[config.mk]
export PLATFORM = sky130hd
export DESIGN_NAME = hazard_unit_flat
export DESIGN_NICKNAME = d
export VERILOG_FILES = /design/src/rtl/hazard_unit_if.sv /design/src/rtl/hazard_unit.sv /design/src/flat_wrapper.sv
export SDC_FILE = /design/constraint.sdc
export NUM_CORES = 1
export LEC_CHECK = 0
export ABC_CLOCK_PERIOD_IN_PS = 1300
export BUFFER_PORTS_ARGS = -buffer_cell sky130_fd_sc_hd__buf_4
export CAP_MARGIN = 10
export CORE_MARGIN = 1.5
export CORE_UTILIZATION = 25
export CTS_CLUSTER_SIZE = 10
export DETAILED_ROUTE_END_ITERATION = 8
export PLACE_DENSITY = 0.56
export SYNTH_ARGS = -nofsm -noshare
export SYNTH_HDL_FRONTEND = slang
export SYNTH_SLANG_ARGS = --single-unit
[constraint.sdc]
create_clock -name clk -period 1.3 [get_ports clk]
set_input_delay 0.26 -clock clk [delete_from_list [all_inputs] [get_ports clk]]
set_output_delay 0.26 -clock clk [all_outputs]
set_load 0.005 [all_outputs]
[src/rtl/hazard_unit_if.sv]
// Hazard controller bus: register addresses and enables in, forward/stall/flush out.
// Purely a bundle of wires; no timing of its own.
// No backpressure; the pipeline samples the controls at its next rising edge.
interface hazard_unit_if;
  logic [3:0] RA1D, RA2D;
  logic [3:0] RA1E, RA2E;
  logic [3:0] A3E, A3M, A3W;
  logic       RegWriteE, RegWriteM, RegWriteW;
  logic       MemtoRegE;
  logic       PCSrcE;
  logic       vOpD, vOpE;
  logic [1:0] ForwardAE, ForwardBE;
  logic       StallF, StallD;
  logic       FlushD, FlushE;
  logic       vBusy;

  // Pipeline side: drives the stage addresses and enables, consumes the controls
  modport master (
    output RA1D, RA2D, RA1E, RA2E, A3E, A3M, A3W,
    output RegWriteE, RegWriteM, RegWriteW, MemtoRegE, PCSrcE, vOpD, vOpE,
    input  ForwardAE, ForwardBE, StallF, StallD, FlushD, FlushE, vBusy
  );

  // Hazard unit side
  modport slave (
    input  RA1D, RA2D, RA1E, RA2E, A3E, A3M, A3W,
    input  RegWriteE, RegWriteM, RegWriteW, MemtoRegE, PCSrcE, vOpD, vOpE,
    output ForwardAE, ForwardBE, StallF, StallD, FlushD, FlushE, vBusy
  );
endinterface

[src/rtl/hazard_unit.sv]
// Pipeline hazard controller: operand forwarding, load-use / vector stalls, branch flush.
// Outputs are combinational from inputs and the vector busy counter (same cycle).
// Stalls hold Fetch/Decode and bubble Execute; a taken branch overrides every stall.
module hazard_unit #(
  parameter int VLAT = 4,
  parameter int CW   = 3
) (
  input logic         clk,
  input logic         rst,
  hazard_unit_if.slave hz
);

  localparam logic [CW-1:0] LOAD = CW'(VLAT - 1);

  logic [CW-1:0] cnt;
  logic          busy;
  logic          ld_stall;
  logic          v_stall;

  assign busy = (cnt != '0);

  // Vector occupancy: arm on a vector op entering Execute, then count down to idle
  always_ff @(posedge clk) begin
    if (rst) begin
      cnt <= '0;
    end else if (hz.vOpE && (cnt == '0)) begin
      cnt <= LOAD;
    end else if (cnt != '0) begin
      cnt <= cnt - 1'b1;
    end
  end

  // Hazard detection and output priority; everything reads zero while in reset
  always_comb begin
    hz.ForwardAE = 2'b00;
    hz.ForwardBE = 2'b00;
    hz.StallF    = 1'b0;
    hz.StallD    = 1'b0;
    hz.FlushD    = 1'b0;
    hz.FlushE    = 1'b0;
    hz.vBusy     = 1'b0;
    ld_stall     = hz.MemtoRegE & hz.RegWriteE &
                   ((hz.A3E == hz.RA1D) | (hz.A3E == hz.RA2D));
    v_stall      = hz.vOpD & busy;

    if (!rst) begin
      // Memory stage holds the newer value, so it beats Writeback
      if (hz.RegWriteM && (hz.A3M == hz.RA1E))      hz.ForwardAE = 2'b10;
      else if (hz.RegWriteW && (hz.A3W == hz.RA1E)) hz.ForwardAE = 2'b01;

      if (hz.RegWriteM && (hz.A3M == hz.RA2E))      hz.ForwardBE = 2'b10;
      else if (hz.RegWriteW && (hz.A3W == hz.RA2E)) hz.ForwardBE = 2'b01;

      hz.vBusy = busy;

      if (hz.PCSrcE) begin
        // Wrong-path instructions in Fetch/Decode are discarded, including a waiting vector op
        hz.FlushD = 1'b1;
        hz.FlushE = 1'b1;
      end else if (ld_stall || v_stall) begin
        hz.StallF = 1'b1;
        hz.StallD = 1'b1;
        hz.FlushE = 1'b1;
      end
    end
  end

endmodule

[src/flat_wrapper.sv]
// flat-port wrapper written by rule: the top's interface ports become plain ports
module hazard_unit_flat 
#(
  parameter int VLAT = 4,
  parameter int CW   = 3
)
  (clk, rst, hz_RA1D, hz_RA2D, hz_RA1E, hz_RA2E, hz_A3E, hz_A3M, hz_A3W, hz_RegWriteE, hz_RegWriteM, hz_RegWriteW, hz_MemtoRegE, hz_PCSrcE, hz_vOpD, hz_vOpE, hz_ForwardAE, hz_ForwardBE, hz_StallF, hz_StallD, hz_FlushD, hz_FlushE, hz_vBusy);
  hazard_unit_if hz_i ();
  input logic clk;
  input logic rst;
  input wire logic [$bits(hz_i.RA1D)-1:0] hz_RA1D;
  input wire logic [$bits(hz_i.RA2D)-1:0] hz_RA2D;
  input wire logic [$bits(hz_i.RA1E)-1:0] hz_RA1E;
  input wire logic [$bits(hz_i.RA2E)-1:0] hz_RA2E;
  input wire logic [$bits(hz_i.A3E)-1:0] hz_A3E;
  input wire logic [$bits(hz_i.A3M)-1:0] hz_A3M;
  input wire logic [$bits(hz_i.A3W)-1:0] hz_A3W;
  input wire logic [$bits(hz_i.RegWriteE)-1:0] hz_RegWriteE;
  input wire logic [$bits(hz_i.RegWriteM)-1:0] hz_RegWriteM;
  input wire logic [$bits(hz_i.RegWriteW)-1:0] hz_RegWriteW;
  input wire logic [$bits(hz_i.MemtoRegE)-1:0] hz_MemtoRegE;
  input wire logic [$bits(hz_i.PCSrcE)-1:0] hz_PCSrcE;
  input wire logic [$bits(hz_i.vOpD)-1:0] hz_vOpD;
  input wire logic [$bits(hz_i.vOpE)-1:0] hz_vOpE;
  output wire logic [$bits(hz_i.ForwardAE)-1:0] hz_ForwardAE;
  output wire logic [$bits(hz_i.ForwardBE)-1:0] hz_ForwardBE;
  output wire logic [$bits(hz_i.StallF)-1:0] hz_StallF;
  output wire logic [$bits(hz_i.StallD)-1:0] hz_StallD;
  output wire logic [$bits(hz_i.FlushD)-1:0] hz_FlushD;
  output wire logic [$bits(hz_i.FlushE)-1:0] hz_FlushE;
  output wire logic [$bits(hz_i.vBusy)-1:0] hz_vBusy;
  assign hz_i.RA1D = hz_RA1D;
  assign hz_i.RA2D = hz_RA2D;
  assign hz_i.RA1E = hz_RA1E;
  assign hz_i.RA2E = hz_RA2E;
  assign hz_i.A3E = hz_A3E;
  assign hz_i.A3M = hz_A3M;
  assign hz_i.A3W = hz_A3W;
  assign hz_i.RegWriteE = hz_RegWriteE;
  assign hz_i.RegWriteM = hz_RegWriteM;
  assign hz_i.RegWriteW = hz_RegWriteW;
  assign hz_i.MemtoRegE = hz_MemtoRegE;
  assign hz_i.PCSrcE = hz_PCSrcE;
  assign hz_i.vOpD = hz_vOpD;
  assign hz_i.vOpE = hz_vOpE;
  assign hz_ForwardAE = hz_i.ForwardAE;
  assign hz_ForwardBE = hz_i.ForwardBE;
  assign hz_StallF = hz_i.StallF;
  assign hz_StallD = hz_i.StallD;
  assign hz_FlushD = hz_i.FlushD;
  assign hz_FlushE = hz_i.FlushE;
  assign hz_vBusy = hz_i.vBusy;
  hazard_unit #(.VLAT(VLAT), .CW(CW)) u_core (.clk(clk), .rst(rst), .hz(hz_i));
endmodule
# Word level (Yosys, flattened, before mapping)
# Index checks and enable logic that the tools add are counted.
# totals
regBits,3
in_bits,37
out_inout_bits,9
wordCells,39
# op_classes
n_addsub,1
n_eq_ne,6
muxes,16
bitwise_logic,4
n_reduce_logical,10
# op_table
op,n
equality test 4 bit,6
two-way mux 2 bit,6
two-way mux 1 bit,10
logical AND 1 bit,5
bitwise AND 1 bit,3
zero test 3 bit,1
nonzero test 3 bit,1
"subtractor 3 x 1 -> 3 bit, second input constant",1
nonzero test 2 bit,1
OR reduction 2 bit,1
logical OR 1 bit,1
bitwise OR 1 bit,1

# Logic depth before layout (Yosys ltp)
# logic_depth
word_depth,7
depth_mapped,7
depth_no_buf,6

# Worst setup path after synthesis
# No wires, ideal clock.
# synth_path
kind,register to output
from,register u_core.cnt[0]
to,output port hz_StallF
arrival_time_ps,1228
required_ps,1040
path_slack_ps,-188
path_stages_with_launch,8
path_buffers,1
path_cell_list,dfxtp_1 -> inv_1 -> ha_1 -> nand2b_1 -> and2b_1 -> nand2_1 -> a21oi_2 -> buf_4
# synth_between
elab_chain_cells,6
# synth_rtl
item,line,source
start: declaration,hazard_unit.sv:15,logic [CW-1:0] cnt;
start signal: assignment,hazard_unit.sv:29,cnt <= cnt - 1'b1;
nonzero test 3 bit,hazard_unit.sv:20,assign busy = (cnt != '0);
bitwise AND 1 bit,hazard_unit.sv:44,v_stall = hz.vOpD & busy;
logical OR 1 bit,hazard_unit.sv:60,end else if (ld_stall || v_stall) begin
two-way mux 1 bit (3 in a row),n/a,
end: declaration,flat_wrapper.sv:27,output wire logic [$bits(hz_i.StallF)-1:0] hz_StallF;
# Every way passes these cells.

# Final worst setup path
# layout_path
from,register u_core.cnt[0]
to,output port hz_StallD
# layout_between
elab_chain_cells,6
# layout_rtl
item,line,source
nonzero test 3 bit,hazard_unit.sv:20,
bitwise AND 1 bit,hazard_unit.sv:44,
logical OR 1 bit,hazard_unit.sv:60,
two-way mux 1 bit,hazard_unit.sv:60,
two-way mux 1 bit,hazard_unit.sv:56,if (hz.PCSrcE) begin
two-way mux 1 bit,hazard_unit.sv:46,if (!rst) begin
end: declaration,flat_wrapper.sv:28,output wire logic [$bits(hz_i.StallD)-1:0] hz_StallD;
# Every way passes these cells.

==> impl_metrics.tcl <==
set metrics [dict create \
    drv_cap 0 \
    final_common_cell "buf_4" \
    area_growth_pct 111 \
    routabilityCongestion 0.663 \
    met1_usage 0.165 \
    drv_slew 0 \
    grt_max_degree 10 \
    clockRootBuffer "clkbuf_4" \
    cts_tree "yes" \
    worstPathCellList "inv_2, ha_4, nand2b_4, and2b_1, nand2_2, a21oi_2, buf_4" \
    status "complete, but fails checks" \
    synth_top_area_frac 0.405 \
    power_mw 1.10 \
    slew_headroom 0.839 \
    yosysTopAreaCell "xor2_1" \
    grtUsageMet3 0.0377 \
    die_h_um 47.6 \
    top_regs "u_core.cnt (3)" \
    cp.arrival_ps 1320 \
    worst_pin_slew_ps 240 \
    holdPathStages 2 \
    nNetsFinal 162 \
    top_register "u_core.cnt" \
    final_antenna_net_count 0 \
    overflow 0 \
    fin_util 0.582 \
    grt_pass1_wl_um 2070 \
    worst_setup_path_start_kind "register" \
    place_area_um2 937 \
    cts_max_level 1 \
    timing.fmax_ghz 0.634 \
    num_antenna_cells 0 \
    min_period_ps 1580 \
    fin_setup_tns_ps -1070 \
    post_drt_via_cell_ratio 4.21 \
    io_pins 46 \
    r2r-start "u_core.cnt[0]" \
    period_share 1.21 \
    slowest_stage "dfxtp_2" \
    endpoint_kind "output port" \
    synth.distinct_cells 22 \
    ys_ff_latch 3 \
    grt_util_met2 0.216 \
    skew_ps 10.8 \
    clock_path_buffers 2 \
    setup_violations 6 \
    synth.area.top_cells "xor2_1, dfxtp_1, nor3_1" \
    die-area_um2 2270 \
    worstPathMaxFanout 2 \
    largest_register_ffs 3 \
    hold_viol 0 \
    first_pass_iters 3 \
    drc 0 \
    grt_pass1_vias 519 \
    gr-max-usage-layer "met2" \
    hold_start "rst" \
    ys.warnings.count 0 \
    dp_hpwl_um 1260 \
    num_rows 15 \
    clk_pin_slew_ps 50 \
    syn_area_um2 498 \
    violations "negative setup slack" \
    grt_usage 0.130 \
    drive_above_1_share 0.615 \
    netlist_instances 62 \
    clk_latency_ps 250 \
    stdcell_area_um2 1050 \
    hold_buffers 0 \
    power.density_nw_per_um2 1050 \
    antenna_found_initial 0 \
    wl_um 1590 \
    final_cell_mix "buf_4, xor2_1, buf_6" \
    critPathLaunch "u_core.cnt[0]" \
    synthesis.nets 101 \
    p_leak_nw 0.518 \
    initial_utilization 0.276 \
    rsz0062_at_grt "yes" \
    worstHoldPathType "input pin to register" \
    route.detailed.wl_per_inst_um 10.8 \
    core_area_um2 1800 \
    critPathMaxStageDelay_ps 330 \
    vias 619 \
    finalWorstSetupSlack_ps -276 \
    ys_seq_area_frac 0.121 \
    cts_sinks 3 \
    first_iter_violations 3 \
    cp.required_ps 1040 \
    io_buffers 45 \
    ir_drop_mv 0.576 \
    syn_area_per_cell_um2 8.03 \
    rrSetupSlack_ps 20 \
    dieWidth_um 47.6 \
    r2r_cells 8 \
    crit_type "register to output port" \
    numCtsBuffers 3 \
]
[stage by stage]
step,setup WS (ps),hold WS (ps),cells
2_1_floorplan,-56.9,426,62
4_1_cts,-277,249,145
3_3_place_gp,-158,495,138
6_report,-276,233,147
5_1_grt,-368,250,147
3_5_place_dp,-179,504,138
[where the power goes]
group | switching, mW | internal, mW | total [mW]
registers | 0.0290 | 0.144 | 0.173
logic | 0.285 | 0.469 | 0.754
clock network | 0.0610 | 0.116 | 0.177
[worst max-delay path, delay by kind of cell, from the launching register on]
family | cells | cell delay [ps]
simple gates | 3 | 280
fa+ha+maj | 1 | 150
buf+inv | 2 | 180
compound gates | 1 | 140
flops | 1 | 330
[path summary, 6_finish.rpt]
check | to
hold reg to reg | u_core.cnt[1]
setup reg to reg | u_core.cnt[0]
setup / recovery | hz_StallD
hold / removal | u_core.cnt[0]
[Yosys cell counts]
library cell  number
buf_4              1
nand3b_1           1
and3_1             2
nor3_1             6
buf_2              1
a211oi_1           2
nor2_1             3
nand3_1            2
and2b_1            1
nand2b_1           1
and2_1             1
a21oi_2            1
nor4_2             2
inv_1              2
nand2_1            2
o21ai_1            1
nor2b_1            1
ha_1               2
nor3b_1            2
xor2_1            23
xnor2_1            2
dfxtp_1            3
[routing by layer]
metal,routed length (um),share of wire
met1,583,0.37
met2,905,0.57
met3,90,0.057
met4,11,0.0069
met5,0,0
[kinds of logic after synthesis]
group,count (synthesis),share of synthesized area
buf+inv,4,0.0402
fa+ha+maj,2,0.0502
xor+xnor,25,0.440
flops,3,0.121
compound gates,4,0.0578
simple gates,24,0.291
[layout make-up]
type | instances | area (um2)
Sequential cell | 3 | 62.6
Timing Repair Buffer | 58 | 458
Clock buffer | 4 | 26.3
Multi-Input combinational cell | 55 | 463
Fill cell | 196 | 753
Inverter | 2 | 7.51
Tap cell | 25 | 31.3
[timing repair]
action                                  CTS  global route
buffers inserted                          3             2
resized for setup                         7             4
endpoints found under the setup margin    8             8
pin swaps                                 8             2
Note: power is estimated with default switching activity, not from simulation.
